File: src/rtl/muldiv_seq.sv
// muldiv_seq: sequential multiply/divide unit with architectural HI/LO registers.
// MULT/MULTU use radix-2 shift-add and DIV/DIVU use restoring shift-subtract,
// one bit per cycle. MTHI/MTLO write HI/LO directly when the unit is idle.
// Optional feature macro MULDIV_SIGNED_EN: when defined, MULT and DIV use signed
// semantics. Without it they behave as MULTU/DIVU and no sign logic is built.
module muldiv_seq #(
    parameter int W = 32
) (
    input  logic         clk,
    input  logic         rst_n,
    input  logic         start,
    input  logic [2:0]   op,
    input  logic [W-1:0] x,
    input  logic [W-1:0] y,
    output logic [W-1:0] hi,
    output logic [W-1:0] lo,
    output logic         busy,
    output logic         done
);

    localparam int CW = $clog2(W);

    typedef enum logic [1:0] {
        IDLE = 2'd0,
        RUN  = 2'd1,
        FIX  = 2'd2
    } state_t;

    state_t         state_q, state_d;
    logic [CW-1:0]  cnt_q;
    logic [W-1:0]   a_q;      // multiplicand or divisor magnitude
    logic [W-1:0]   rem_q;    // product upper half / partial remainder
    logic [W-1:0]   quo_q;    // multiplier bits / dividend bits then quotient
    logic [W-1:0]   hi_q, lo_q;
    logic           isdiv_q;
    logic           done_q;

    logic           accept, step_en, fix_en;
    logic [W-1:0]   mag_x, mag_y;
    logic [W-1:0]   fix_hi, fix_lo;
    logic [W:0]     mul_sum, div_sh, div_sub;
    logic [W-1:0]   rem_nx, quo_nx;

`ifdef MULDIV_SIGNED_EN
    logic           sgn_op, sx, sy;
    logic           neg_q;    // quotient/product must be negated
    logic           negr_q;   // remainder takes the dividend sign
    logic [2*W-1:0] prod;

    assign sgn_op = (op == 3'd0) || (op == 3'd2);
    assign sx     = sgn_op & x[W-1];
    assign sy     = sgn_op & y[W-1];
    assign mag_x  = sx ? -x : x;
    assign mag_y  = sy ? -y : y;

    // Record result signs when an operation is accepted
    always_ff @(posedge clk or negedge rst_n) begin
        if (!rst_n) begin
            neg_q  <= 1'b0;
            negr_q <= 1'b0;
        end else if (accept) begin
            neg_q  <= sx ^ sy;
            negr_q <= sx;
        end
    end

    // Sign correction of the magnitude result
    always_comb begin
        prod   = {rem_q, quo_q};
        fix_hi = rem_q;
        fix_lo = quo_q;
        if (isdiv_q) begin
            if (neg_q)  fix_lo = -quo_q;
            if (negr_q) fix_hi = -rem_q;
        end else if (neg_q) begin
            {fix_hi, fix_lo} = -prod;
        end
    end
`else
    assign mag_x  = x;
    assign mag_y  = y;
    assign fix_hi = rem_q;
    assign fix_lo = quo_q;
`endif

    // State register
    always_ff @(posedge clk or negedge rst_n) begin
        if (!rst_n) state_q <= IDLE;
        else        state_q <= state_d;
    end

    // Next-state: RUN lasts exactly W edges, FIX one edge
    always_comb begin
        state_d = state_q;
        case (state_q)
            IDLE:    if (start && !op[2]) state_d = RUN;
            RUN:     if (cnt_q == CW'(W - 1)) state_d = FIX;
            FIX:     state_d = IDLE;
            default: state_d = IDLE;
        endcase
    end

    // FSM outputs: busy spans RUN and FIX, so a start in the done cycle is accepted
    always_comb begin
        busy    = 1'b0;
        accept  = 1'b0;
        step_en = 1'b0;
        fix_en  = 1'b0;
        case (state_q)
            IDLE: accept = start && !op[2];
            RUN: begin
                busy    = 1'b1;
                step_en = 1'b1;
            end
            FIX: begin
                busy   = 1'b1;
                fix_en = 1'b1;
            end
            default: ;
        endcase
    end

    // One iteration: shift-add for multiply, restoring shift-subtract for divide
    always_comb begin
        mul_sum = {1'b0, rem_q} + (quo_q[0] ? {1'b0, a_q} : {(W+1){1'b0}});
        div_sh  = {rem_q, quo_q[W-1]};
        div_sub = div_sh - {1'b0, a_q};
        rem_nx  = mul_sum[W:1];
        quo_nx  = {mul_sum[0], quo_q[W-1:1]};
        if (isdiv_q) begin
            if (div_sh >= {1'b0, a_q}) begin
                rem_nx = div_sub[W-1:0];
                quo_nx = {quo_q[W-2:0], 1'b1};
            end else begin
                rem_nx = div_sh[W-1:0];
                quo_nx = {quo_q[W-2:0], 1'b0};
            end
        end
    end

    // Datapath, counter and architectural HI/LO
    always_ff @(posedge clk or negedge rst_n) begin
        if (!rst_n) begin
            cnt_q   <= '0;
            a_q     <= '0;
            rem_q   <= '0;
            quo_q   <= '0;
            hi_q    <= '0;
            lo_q    <= '0;
            isdiv_q <= 1'b0;
            done_q  <= 1'b0;
        end else begin
            done_q <= fix_en;
            if (accept) begin
                a_q     <= mag_y;
                quo_q   <= mag_x;
                rem_q   <= '0;
                cnt_q   <= '0;
                isdiv_q <= op[1];
            end else if (step_en) begin
                cnt_q <= cnt_q + 1'b1;
                rem_q <= rem_nx;
                quo_q <= quo_nx;
            end
            if (fix_en) begin
                hi_q <= fix_hi;
                lo_q <= fix_lo;
            end else if (state_q == IDLE && start) begin
                if (op == 3'd4) hi_q <= x;
                if (op == 3'd5) lo_q <= x;
            end
        end
    end

    assign hi   = hi_q;
    assign lo   = lo_q;
    assign done = done_q;

endmodule

File: config.mk
export PLATFORM = sky130hd
export DESIGN_NAME = muldiv_seq
export DESIGN_NICKNAME = d
export VERILOG_FILES = /design/src/rtl/muldiv_seq.sv
export SDC_FILE = /design/constraint.sdc
export NUM_CORES = 1
export LEC_CHECK = 0
export BUFFER_PORTS_ARGS = -buffer_cell sky130_fd_sc_hd__clkbuf_2
export CORE_MARGIN = 2
export CORE_UTILIZATION = 57
export DETAILED_ROUTE_END_ITERATION = 8
export PLACE_DENSITY = 0.77
export SETUP_SLACK_MARGIN = 0.05
export SLEW_MARGIN = 20
export SYNTH_ARGS = -nofsm -noshare
export SYNTH_HDL_FRONTEND = slang
export SYNTH_SLANG_ARGS = --single-unit
File: constraint.sdc
create_clock -name clk -period 6.3 [get_ports clk]
set_input_delay 0 -clock clk [delete_from_list [all_inputs] [get_ports clk]]
set_output_delay 0 -clock clk [all_outputs]
set_load 0.05 [all_outputs]
==> flow_metrics.env, run 1 <==
export IMPL_grtUsageTotal_pct=29.95
export IMPL_ff2ff_path_depth=14
export IMPL_synth_largest_area_cell="dfrtp_1"
export IMPL_fmax_ghz=0.2472
export IMPL_peakVddDrop_v=0.0003142
export IMPL_max_stage_delay_ns=0.96
export IMPL_antenna_found_initial=0
export IMPL_ant_nets=0
export IMPL_nets=1646
export IMPL_min_to="state_q[0]"
export IMPL_arrival_ns=4.33
export IMPL_crit_top_cell="a211oi_2"
export IMPL_crit_family="compound AO/OA/AOI/OAI gates"
export IMPL_diodes=0
export IMPL_finalSetupViolations=0
export IMPL_cts_tree="yes"
export IMPL_viasPerCell=5.974
export IMPL_synth_edf_count=0
export IMPL_fp_dieW_um=146.9
export IMPL_synth_top_area_share_pct=36.32
export IMPL_internal_power_w=0.004128
export IMPL_cts_made_buffers=17
export IMPL_num_rows=52
export IMPL_whs_path_depth=4
export IMPL_pin_count=136
export IMPL_wire_per_inst_um=17.79
export IMPL_die_area_um2=21580
export IMPL_synthFlopType="dfrtp_1"
export IMPL_path_max_fanout=35
export IMPL_finalWirelength_um=31800
export IMPL_period_share_pct=64.21
export IMPL_numPortBuffers=135
export IMPL_status="finished clean"
export IMPL_drv_cap=0
export IMPL_combPwrFrac_pct=62.9
export IMPL_grt_setup_unrepaired="no"
export IMPL_tightest_slew_ns=1.026
export IMPL_htree_num_levels=4
export IMPL_path_cells="and2_1 -> ha_1 -> inv_1 -> fa_1 -> nor2b_1 -> o31a_1 -> a211oi_2 -> a211oi_2 -> a21oi_2 -> o221ai_1 -> a21oi_1 -> mux2_1 -> a32oi_1 -> o21ai_1"
export IMPL_ys_types=71
export IMPL_cts_root_buf="clkbuf_16"
export IMPL_slew_violations=0
export IMPL_syn_area_um2=11640
export IMPL_p_total_w=0.008609
export IMPL_async_flop_share_pct=100.0
export IMPL_dr_total_vias=10680
export IMPL_reg2reg_slack_ns=2.25
export IMPL_worstSetupPathType="register to register"
export IMPL_place_congestion=0.9723
export IMPL_r2r_end="fix_hi[29]"
export IMPL_seq_power_share_pct=25.0
export IMPL_synth_area_leaders="dfrtp_1 (36%), mux2i_1 (9.3%), o21ai_0 (7.6%)"
export IMPL_clockPowerShare_pct=12.0
export IMPL_swShare_pct=52.05
export IMPL_path_clk_slew_ns=0.07
export IMPL_drtIter0Drc=869
export IMPL_layout_drive_gt1_share_pct=13.57
export IMPL_cts_sinks=169
export IMPL_core_um2=20170
export IMPL_grt_remaining_overflow=0
export IMPL_synth_seq_cells=169
export IMPL_ys_seq_area_share_pct=36.32
export IMPL_synth_area_per_cell_um2=8.630
export IMPL_switchingPower_w=0.004481
export IMPL_path_buf_inv=1
export IMPL_p_leak_nw=6.388
export IMPL_worst_setup_path_start_kind="register"
export IMPL_relSlewSlack_pct=31.59
export IMPL_dr_pass1_iters=5
export IMPL_cts_setup_buffers=0
export IMPL_drc=0
export IMPL_grt_max_degree=121
export IMPL_syn_nets=1490
export IMPL_worstSkewPairLatency_ns=0.43
export IMPL_crit_slowest_cell="dfrtp_1"
export IMPL_grt_pass1_vias=10310
export IMPL_setup_tns_final_ns=0
export IMPL_fin_skew_ns=0.01365
export IMPL_synth_warnings=0
export IMPL_hp_class="primary input to register"
export IMPL_initial_core_util_pct=57.72
export IMPL_p_per_area_nw_per_um2=627.8
export IMPL_synthCells=1349
export IMPL_r2r_start="fix_lo[0]"
export IMPL_clockBufferDepth=2
export IMPL_holdCritStartpoint="start"
export IMPL_synthToLayoutAreaGrowth_pct=17.78
export IMPL_die_h_um=146.9
export IMPL_min_period_ns=4.045
export IMPL_grt_pass1_wl_um=52350
export IMPL_dp_hpwl_um=21770
export IMPL_cp_end_kind="register"
export IMPL_hold_viol=0
export IMPL_crit_required_ns=6.59
per-stage QoR:
| step | util (%) | area (µm²) | hold slack (ns) | cells | setup WS [ns] |
|---|---|---|---|---|---|
| floorplan | - | 11640 | -0.2956 | 1349 | 3.144 |
| global placement | 61.83 | 12470 | 0.2042 | 1690 | 2.506 |
| detailed placement | 61.83 | 12470 | 0.2102 | 1690 | 2.331 |
| CTS | 67.97 | 13710 | 0.008430 | 1788 | 2.301 |
| global route | 67.98 | 13710 | 0.07169 | 1788 | 1.924 |
| finish | 67.98 | 13710 | 0.05997 | 1788 | 2.255 |
sequential cells by signal (all words and copies together) (netlist names):
name,flops
a_q,32
cnt_q,5
done,1
fix_hi,32
fix_lo,32
hi,32
isdiv_q,1
lo,32
state_q,2
power by group through the flow:
stage	sequential (W)	clock [W]	combinational, W
floorplan	0.00264	0	0.00355
global placement	0.00214	0	0.00516
detailed placement	0.00216	0	0.00527
CTS	0.00213	0.00105	0.00534
global route	0.00222	0.00110	0.00592
finish	0.00216	0.00103	0.00542
kinds of logic (layout without fill, tap and decap cells):
family | after synthesis | count (layout) | synth area share, %
adder cells (fa/ha/maj) | 71 | 71 | 7.759
XOR/XNOR | 54 | 54 | 4.062
multiplexers | 124 | 124 | 10.83
flip-flops | 169 | 169 | 36.32
AO/OA/AOI/OAI | 444 | 444 | 22.96
buffers and inverters | 123 | 292 | 4.202
AND/OR/NAND/NOR | 364 | 364 | 13.86
area by class of cell:
type / instances / area (µm²)
Clock buffer: 17 / 425.4
Clock inverter: 15 / 152.6
Fill cell: 1636 / 6457
Inverter: 48 / 180.2
Multi-Input combinational cell: 1057 / 6955
Sequential cell: 169 / 4233
Tap cell: 270 / 337.8
Timing Repair Buffer: 212 / 1428
cell usage in the layout, fill, tap and decap left out, types with 5 or more instances in the layout:
master	synthesis	layout
nor3_1	9	9
nor2b_1	5	5
a211oi_1	14	14
and2_1	34	34
o21ai_1	9	9
and3_1	7	7
ha_1	69	68
o211ai_1	7	7
a211o_1	5	5
mux2i_1	108	108
dlygate4sd3_1	0	66
o21ai_0	176	176
xor2_1	29	29
xnor2_1	25	25
mux2_2	5	5
clkbuf_16	0	17
nand2_1	180	180
buf_4	1	11
o21a_1	13	13
nand2b_1	8	8
a31o_1	6	6
nand3_1	11	11
clkbuf_2	0	134
nand4_1	8	8
o21bai_1	6	6
inv_8	0	5
a21oi_1	120	120
o31ai_1	7	7
inv_1	48	47
dfrtp_1	169	168
a21o_1	35	35
nor2_1	87	86
mux2_1	11	11
cell usage after synthesis, types with 3 or more instances:
cell and number:
mux2_1 11, a211oi_1 14, a31oi_1 4, a21o_1 35, buf_1 12, o21ai_0 176
ha_1 69, nand3_1 11, and2_1 34, o21a_1 13, clkbuf_1 58, a21oi_1 120
dfrtp_1 169, a31o_1 6, nor3_1 9, o221ai_1 3, mux2_2 5, nand2_1 180
nor2_1 87, a31o_2 3, o21ai_1 9, a2111oi_0 3, nand2b_1 8, o21bai_1 6
o211ai_1 7, a41oi_1 3, nor3b_1 3, o31ai_1 7, and3_1 7, inv_1 48
buf_6 3, a211o_1 5, mux2i_1 108, nor2b_1 5, nand4_1 8, xnor2_1 25
xor2_1 29
worst reg2reg max path, cell delays in order (launching register included):
cell	delay, ns
dfrtp_1	0.96
and2_1	0.25
ha_1	0.21
inv_1	0.07
fa_1	0.39
nor2b_1	0.17
o31a_1	0.21
a211oi_2	0.13
a211oi_2	0.33
a21oi_2	0.14
o221ai_1	0.32
a21oi_1	0.14
mux2_1	0.33
a32oi_1	0.19
o21ai_1	0.07
metal layers:
metal  vias to the layer above  track usage (%)  share of wire [%]
met2                       428            47.07                 44
met1                      5071            41.66                 44
met4                         0            10.48                2.9
li1                       5111                -                  -
met3                        71            5.901                8.4
met5                         -                0                  0
what timing repair did:
action,in CTS,in global routing
resized for setup,0,0
hold buffers,66,0
endpoints found under the hold margin,237,0
worst max path at each step:
stage                         start         end  cells past startpoint
final                     fix_lo[0]  fix_hi[29]                     14
after global routing      fix_lo[0]  fix_hi[29]                     14
after CTS                 fix_lo[0]  fix_hi[29]                     14
after detailed placement  fix_lo[0]  fix_hi[29]                     14
after global placement    fix_lo[0]  fix_hi[29]                     14
after floorplan           fix_lo[0]  fix_hi[29]                     15
No activity file was read; power rests on OpenSTA's default activity.
==> run 2, diff against run 1 <==
--- a/config.mk
+++ b/config.mk
@@ -5,9 +5,10 @@
 export SDC_FILE = /design/constraint.sdc
 export NUM_CORES = 1
 export LEC_CHECK = 0
+export ABC_AREA = 1
 export BUFFER_PORTS_ARGS = -buffer_cell sky130_fd_sc_hd__clkbuf_2
 export CORE_MARGIN = 2
-export CORE_UTILIZATION = 57
+export CORE_UTILIZATION = 55
 export DETAILED_ROUTE_END_ITERATION = 8
 export PLACE_DENSITY = 0.77
 export SETUP_SLACK_MARGIN = 0.05
==> constraint.sdc (replaced) <==
create_clock -name clk -period 3.4 [get_ports clk]
set_input_delay 0 -clock clk [delete_from_list [all_inputs] [get_ports clk]]
set_output_delay 0 -clock clk [all_outputs]
set_load 0.05 [all_outputs]
==> run 2 against run 1 <==
  * Synthesized area up 12%
  * Total power up 92%
  * Register-to-register slack worse by 1.9 ns
  * Non-clock buffer count up 10
  * Hold slack worse by 0.021 ns
  * Die area up 15%
  * Fmax up 35%
  * Sequential power up 73%
  * Synthesized cell count up 49%
  * Critical path type unchanged
  * Critical endpoint is now fix_lo[0]
  * Largest cell class unchanged
==> flow_metrics.env, run 2 <==
export IMPL_max_stage_delay_ns=0.50
export IMPL_finalSetupViolations=0
export IMPL_place_congestion=1.054
export IMPL_grt_remaining_overflow=0
export IMPL_synthToLayoutAreaGrowth_pct=17.69
export IMPL_pin_count=136
export IMPL_p_per_area_nw_per_um2=1079
export IMPL_synthFlopType="dfrtp_1"
export IMPL_die_area_um2=24900
export IMPL_cts_root_buf="clkbuf_16"
export IMPL_cp_end_kind="register"
export IMPL_r2r_end="fix_lo[0]"
export IMPL_arrival_ns=3.32
export IMPL_worstSkewPairLatency_ns=0.44
export IMPL_grtUsageTotal_pct=36.58
export IMPL_synthTopCellsByCount="nand2_1 (649), inv_1 (328), dfrtp_1 (169)"
export IMPL_final_cell_mix="nand2_1 (649), inv_1 (328), dfrtp_1 (168), o21ai_0 (160), clkbuf_2 (134)"
export IMPL_synth_area_leaders="dfrtp_1 (33%), nand2_1 (19%), inv_1 (9.5%)"
export IMPL_holdCritStartpoint="op[2]"
export IMPL_path_cells="ha_1 -> nand2_1 -> nor2_1 -> nand3_1 -> nand3_2 -> nand2_2 -> nand2_2 -> nand2_4 -> nand3_2 -> nand2_1 -> o211ai_1"
export IMPL_wl_met1_um=19110
export IMPL_core_um2=23330
export IMPL_hp_class="primary input to register"
export IMPL_dr_max_layer_used="met4"
export IMPL_ys_types=45
export IMPL_antenna_found_initial=0
export IMPL_cts_made_buffers=17
export IMPL_grt_pass1_vias=13310
export IMPL_num_rows=56
export IMPL_ys_seq_area_share_pct=32.51
export IMPL_reg2reg_slack_ns=0.40
export IMPL_cts_repair_resized=0
export IMPL_synth_largest_area_cell="dfrtp_1"
export IMPL_r2r_start="fix_hi[1]"
export IMPL_relSlewSlack_pct=37.14
export IMPL_peakVddDrop_v=0.0005777
export IMPL_drtIter0Drc=1528
export IMPL_min_to="cnt_q[2]"
export IMPL_final_cell_area_um2=15310
export IMPL_post_dp_cell_area_um2=14030
export IMPL_wire_per_inst_um=17.71
export IMPL_tightest_slew_ns=0.9429
export IMPL_finalWirelength_um=44590
export IMPL_synth_area_per_cell_um2=6.476
export IMPL_ff2ff_path_depth=11
export IMPL_min_period_ns=3.000
export IMPL_synth_seq_cells=169
export IMPL_dp_hpwl_um=33210
export IMPL_p_leak_nw=8.460
export IMPL_synthCells=2009
export IMPL_worst_setup_path_start_kind="register"
export IMPL_grt_setup_unrepaired="no"
export IMPL_setup_tns_final_ns=0
export IMPL_hold_viol=0
export IMPL_p_total_w=0.01652
export IMPL_layout_drive_gt1_share_pct=10.87
export IMPL_place_ws_ns=0.4890
export IMPL_cts_tree="yes"
export IMPL_nets=2326
export IMPL_grt_max_degree=97
export IMPL_period_share_pct=88.24
export IMPL_syn_area_um2=13010
export IMPL_route_met3_wl_um=3672
export IMPL_slew_violations=0
export IMPL_path_buf_inv=0
export IMPL_async_flop_share_pct=100.0
export IMPL_clockBufferDepth=2
export IMPL_syn_nets=2150
export IMPL_initial_core_util_pct=55.76
export IMPL_multi_input_area_um2=7288
export IMPL_ant_nets=0
export IMPL_synth_top_area_share_pct=32.51
export IMPL_worst_slack_ns=0.3997
export IMPL_worstSetupPathType="register to register"
export IMPL_cts_sinks=169
export IMPL_yosysMostFrequentCell="nand2_1"
export IMPL_crit_slowest_cell="dfrtp_1"
export IMPL_final_common_cell="nand2_1"
export IMPL_whs_path_depth=3
export IMPL_synth_edf_count=0
export IMPL_status="finished clean"
export IMPL_fmax_ghz=0.3333
export IMPL_fp_dieW_um=157.8
export IMPL_die_h_um=157.8
export IMPL_dr_pass1_iters=5
export IMPL_synth_warnings=0
export IMPL_crit_required_ns=3.72
export IMPL_path_max_fanout=20
export IMPL_fillers=2113
export IMPL_path_clk_slew_ns=0.08
export IMPL_diodes=0
export IMPL_fin_skew_ns=0.01532
export IMPL_grt_pass1_wl_um=70460
export IMPL_crit_family="simple AND/OR/NAND/NOR gates"
export IMPL_htree_num_levels=4
export IMPL_numPortBuffers=135
export IMPL_dr_total_vias=13980
export IMPL_drv_cap=0
export IMPL_met2WireLength_um=20460
export IMPL_cts_setup_buffers=0
export IMPL_seq_area_um2=4230
export IMPL_viasPerCell=5.555
export IMPL_drc=0
-- run 2: cell types whose count changed after synthesis, sizes merged, moves of 22 or more --
| cell | change |
|---|---|
| a21o | -32 |
| and2 | -30 |
| inv | +291 |
| mux2i | -105 |
| nand2 | +478 |
| nand3 | +99 |
| nor2 | +53 |
| xor2 | -22 |
-- run 2: area by class of cell --
class / instances / area share (%)
multi-input combinational: 1435 / 47.60
timing repair buffer: 222 / 10.03
sequential: 169 / 27.63
inverter: 340 / 8.335
clock buffer: 18 / 2.803
clock inverter: 14 / 0.9970
tap: 319 / 2.607
-- run 2: per-stage QoR --
stage / instances / util [%] / hold WS, ns
2_1_floorplan: 2009 / - / -0.2956
3_3_place_gp: 2417 / 60.14 / 0.1659
3_5_place_dp: 2417 / 60.14 / 0.1764
4_1_cts: 2516 / 65.50 / 0.01896
5_1_grt: 2517 / 65.62 / 0.03356
6_report: 2517 / 65.62 / 0.03859
-- run 2: repair_timing --
item,CTS,global route
endpoints found under the hold margin,177,0
endpoints found under the setup margin,0,0
hold buffers,67,0
-- run 2: routing by layer --
layer / vias to the layer above / global-route usage (%)
met1: 6470 / 50.22
met2: 657 / 60.14
met4: 0 / 12.47
li1: 6758 / -
met3: 97 / 4.024
met5: - / 0
-- run 2: report_power, final --
group | internal [W] | total [W] | switching, W
sequential | 0.00292 | 0.00374 | 0.000824
clock | 0.000989 | 0.00198 | 0.000992
combinational | 0.00318 | 0.0108 | 0.00761
-- run 2: worst max-delay path by stage --
stage,startpoint,endpoint,slack (ns),cells after the start
global route,fix_hi[2],fix_hi[28],0.34,15
floorplan,fix_lo[0],fix_hi[27],0.76,17
global placement,fix_hi[19],fix_lo[0],0.53,11
detailed placement,fix_hi[1],fix_lo[0],0.49,11
CTS,fix_hi[19],fix_lo[0],0.50,11
finish,fix_hi[1],fix_lo[0],0.40,11
-- run 2: worst reg2reg max path: cells and delay by family (launching register included) --
kind | cells | cell delay (ns)
flip-flops | 1 | 0.50
adder cells (fa/ha/maj) | 1 | 0.46
AO/OA/AOI/OAI | 1 | 0.36
AND/OR/NAND/NOR | 9 | 1.59
-- run 2: logic make-up after synthesis --
| group | synth area share [%] |
|---|---|
| compound gates | 15.75 |
| xor+xnor | 1.346 |
| buf+inv | 11.89 |
| mux | 0.2308 |
| fa+ha+maj | 6.944 |
| flops | 32.51 |
| simple gates | 31.33 |
==> run 3, diff against run 2 <==
--- a/config.mk
+++ b/config.mk
@@ -8,7 +8,7 @@
 export ABC_AREA = 1
 export BUFFER_PORTS_ARGS = -buffer_cell sky130_fd_sc_hd__clkbuf_2
 export CORE_MARGIN = 2
-export CORE_UTILIZATION = 55
+export CORE_UTILIZATION = 57
 export DETAILED_ROUTE_END_ITERATION = 8
 export PLACE_DENSITY = 0.77
 export SETUP_SLACK_MARGIN = 0.05
==> constraint.sdc (replaced) <==
create_clock -name clk -period 3.25 [get_ports clk]
set_input_delay 0 -clock clk [delete_from_list [all_inputs] [get_ports clk]]
set_output_delay 0 -clock clk [all_outputs]
set_load 0.05 [all_outputs]
==> run 3 against run 2 <==
  * Hold slack worse by 0.030 ns
  * Global-route usage is 2.0 points higher
  * Design area is 0.20% higher
  * Sequential cell count stayed put
  * Critical path depth is 1 higher
  * Fmax is 1.8% higher
  * Total power is 5.7% higher
  * Utilization is 2.6 points higher
==> flow_metrics.env, run 3 (synthesis gave the netlist of run 2 again) <==
export IMPL_status="finished clean"
export IMPL_hold_viol=0
export IMPL_cp_end_kind="register"
export IMPL_viasPerCell=5.664
export IMPL_numPortBuffers=135
export IMPL_grt_util_met2_pct=64.02
export IMPL_diodes=0
export IMPL_worstSetupPathType="register to register"
export IMPL_die_area_um2=24050
export IMPL_worst_setup_path_start_kind="register"
export IMPL_final_common_cell="nand2_1"
export IMPL_cts_sinks=169
export IMPL_finalSetupViolations=0
export IMPL_path_clk_slew_ns=0.08
export IMPL_worst_slack_ns=0.3020
export IMPL_peakVddDrop_v=0.0007214
export IMPL_drv_cap=0
export IMPL_swShare_pct=57.19
export IMPL_p_leak_nw=8.481
export IMPL_path_max_fanout=15
export IMPL_period_share_pct=90.71
export IMPL_core_um2=22500
export IMPL_initial_core_util_pct=57.81
export IMPL_arrival_ns=3.27
export IMPL_grt_remaining_overflow=0
export IMPL_fmax_ghz=0.3392
export IMPL_dp_hpwl_um=34730
export IMPL_grt_max_degree=97
export IMPL_clockBufferDepth=2
export IMPL_grtUsageTotal_pct=38.62
export IMPL_fp_dieW_um=155.1
export IMPL_grt_setup_unrepaired="no"
export IMPL_nets=2331
export IMPL_grt_pass1_wl_um=71990
export IMPL_cts_tree="yes"
export IMPL_clockPowerShare_pct=11.9
export IMPL_layout_drive_gt1_share_pct=11.17
export IMPL_die_h_um=155.1
export IMPL_min_period_ns=2.948
export IMPL_top_usage_layer="met2"
export IMPL_crit_required_ns=3.57
export IMPL_multi_input_area_um2=7298
export IMPL_place_ws_ns=0.08011
export IMPL_cts_setup_buffers=0
export IMPL_hp_class="primary input to register"
export IMPL_finalWirelength_um=46100
export IMPL_startpoint="fix_hi[1]"
export IMPL_wire_per_inst_um=18.53
export IMPL_dr_pass1_iters=8
export IMPL_tightest_slew_ns=0.9166
export IMPL_fin_skew_ns=0.01619
export IMPL_dr_total_vias=14090
export IMPL_cts_root_buf="clkbuf_16"
export IMPL_htree_num_levels=4
export IMPL_grt_use_met1_pct=49.49
export IMPL_grt_pass1_vias=13660
export IMPL_pin_count=136
export IMPL_slew_violations=0
export IMPL_p_per_area_nw_per_um2=1138
export IMPL_fin_util_pct=68.18
export IMPL_drtIter0Drc=1253
export IMPL_cts_made_buffers=17
export IMPL_use_met3_pct=8.245
export IMPL_holdCritStartpoint="op[2]"
export IMPL_place_congestion=0.9984
export IMPL_combPwrFrac_pct=65.3
export IMPL_seq_power_share_pct=22.8
export IMPL_num_rows=55
export IMPL_drc=0
export IMPL_fillers=2001
export IMPL_worstSkewPairLatency_ns=0.44
export IMPL_final_cell_mix="nand2_1 (648), inv_1 (328), dfrtp_1 (168), o21ai_0 (160), clkbuf_2 (134)"
export IMPL_r2r_start="fix_hi[1]"
export IMPL_worst_hold_slack_ns=0.008673
export IMPL_relSlewSlack_pct=38.52
export IMPL_p_total_w=0.01746
export IMPL_ant_nets=0
export IMPL_antenna_found_initial=0
export IMPL_internal_power_w=0.007475
export IMPL_setup_tns_final_ns=0
export IMPL_switchingPower_w=0.009985
export IMPL_synthToLayoutAreaGrowth_pct=17.93
export IMPL_seq_area_um2=4230
==> run 3: cell types whose count changed in the layout (fill, tap and decap cells not counted), sizes merged <==
| cell | delta |
|---|---|
| clkinvlp | +4 |
| clkbuf | -1 |
| clkinv | -1 |
| buf | +5 |
| inv | -2 |
==> run 3: path summary, 6_finish.rpt <==
path / end / slack (ns) / cells after the start
worst max register to register: fix_hi[0] / 0.30 / 12
worst min-delay path: cnt_q[2] / 0.009 / 3
worst min register to register: hi[30] / 0.49 / 2
worst max-delay path: fix_hi[0] / 0.30 / 12
max in group asynchronous: fix_hi[12] / 2.07 / 3
min in group asynchronous: lo[7] / 0.21 / 2
==> run 3: what timing repair did <==
action,in CTS,in global routing
hold buffers,67,0
hold endpoints to repair,173,0
endpoints found under the setup margin,0,4
gates resized for setup,0,2
==> run 3: metrics by stage <==
step / instance area, µm² / std cells
after global placement: 14050 / 2388
after global routing: 15340 / 2488
after detailed placement: 14050 / 2388
after CTS: 15300 / 2487
after floorplan: 13010 / 2009
final: 15340 / 2488
==> run 3: area by class of cell <==
| class | count | share of cell area [%] |
|---|---|---|
| flip-flops and latches | 169 | 27.57 |
| inverters | 340 | 8.318 |
| repair buffers | 227 | 10.41 |
| well taps | 285 | 2.324 |
| clock inverters | 15 | 1.028 |
| multi-input cells | 1435 | 47.57 |
| clock buffers | 17 | 2.773 |
==> run 3: critical path, cell delays in order, from the launching register on <==
cell and delay [ns]:
dfrtp_1 0.49, ha_1 0.45, nand2_1 0.23, nor2_1 0.20
nand3_1 0.11, nand3_2 0.17, nand2_2 0.08, nand2_2 0.11
nand2_4 0.13, a21oi_4 0.50, nand2_1 0.14, o211ai_1 0.14
nand2_1 0.07
==> run 3: metal layers <==
metal  part of all wire (%)  up-vias  routed length (µm)
li1                       -     6792                   -
met1                     40     6562               18590
met4                    3.8        0                1742
met3                    9.0      100                4161
met2                     47      637               21610
met5                      0        -                   0
==> run 3: power by group through the flow <==
stage	combinational (W)	sequential [W]	clock (W)
after floorplan	0.00689	0.00488	0
after global placement	0.0109	0.00392	0
after detailed placement	0.0111	0.00395	0
after CTS	0.0112	0.00392	0.00208
after global routing	0.0125	0.00406	0.00217
final	0.0114	0.00398	0.00207
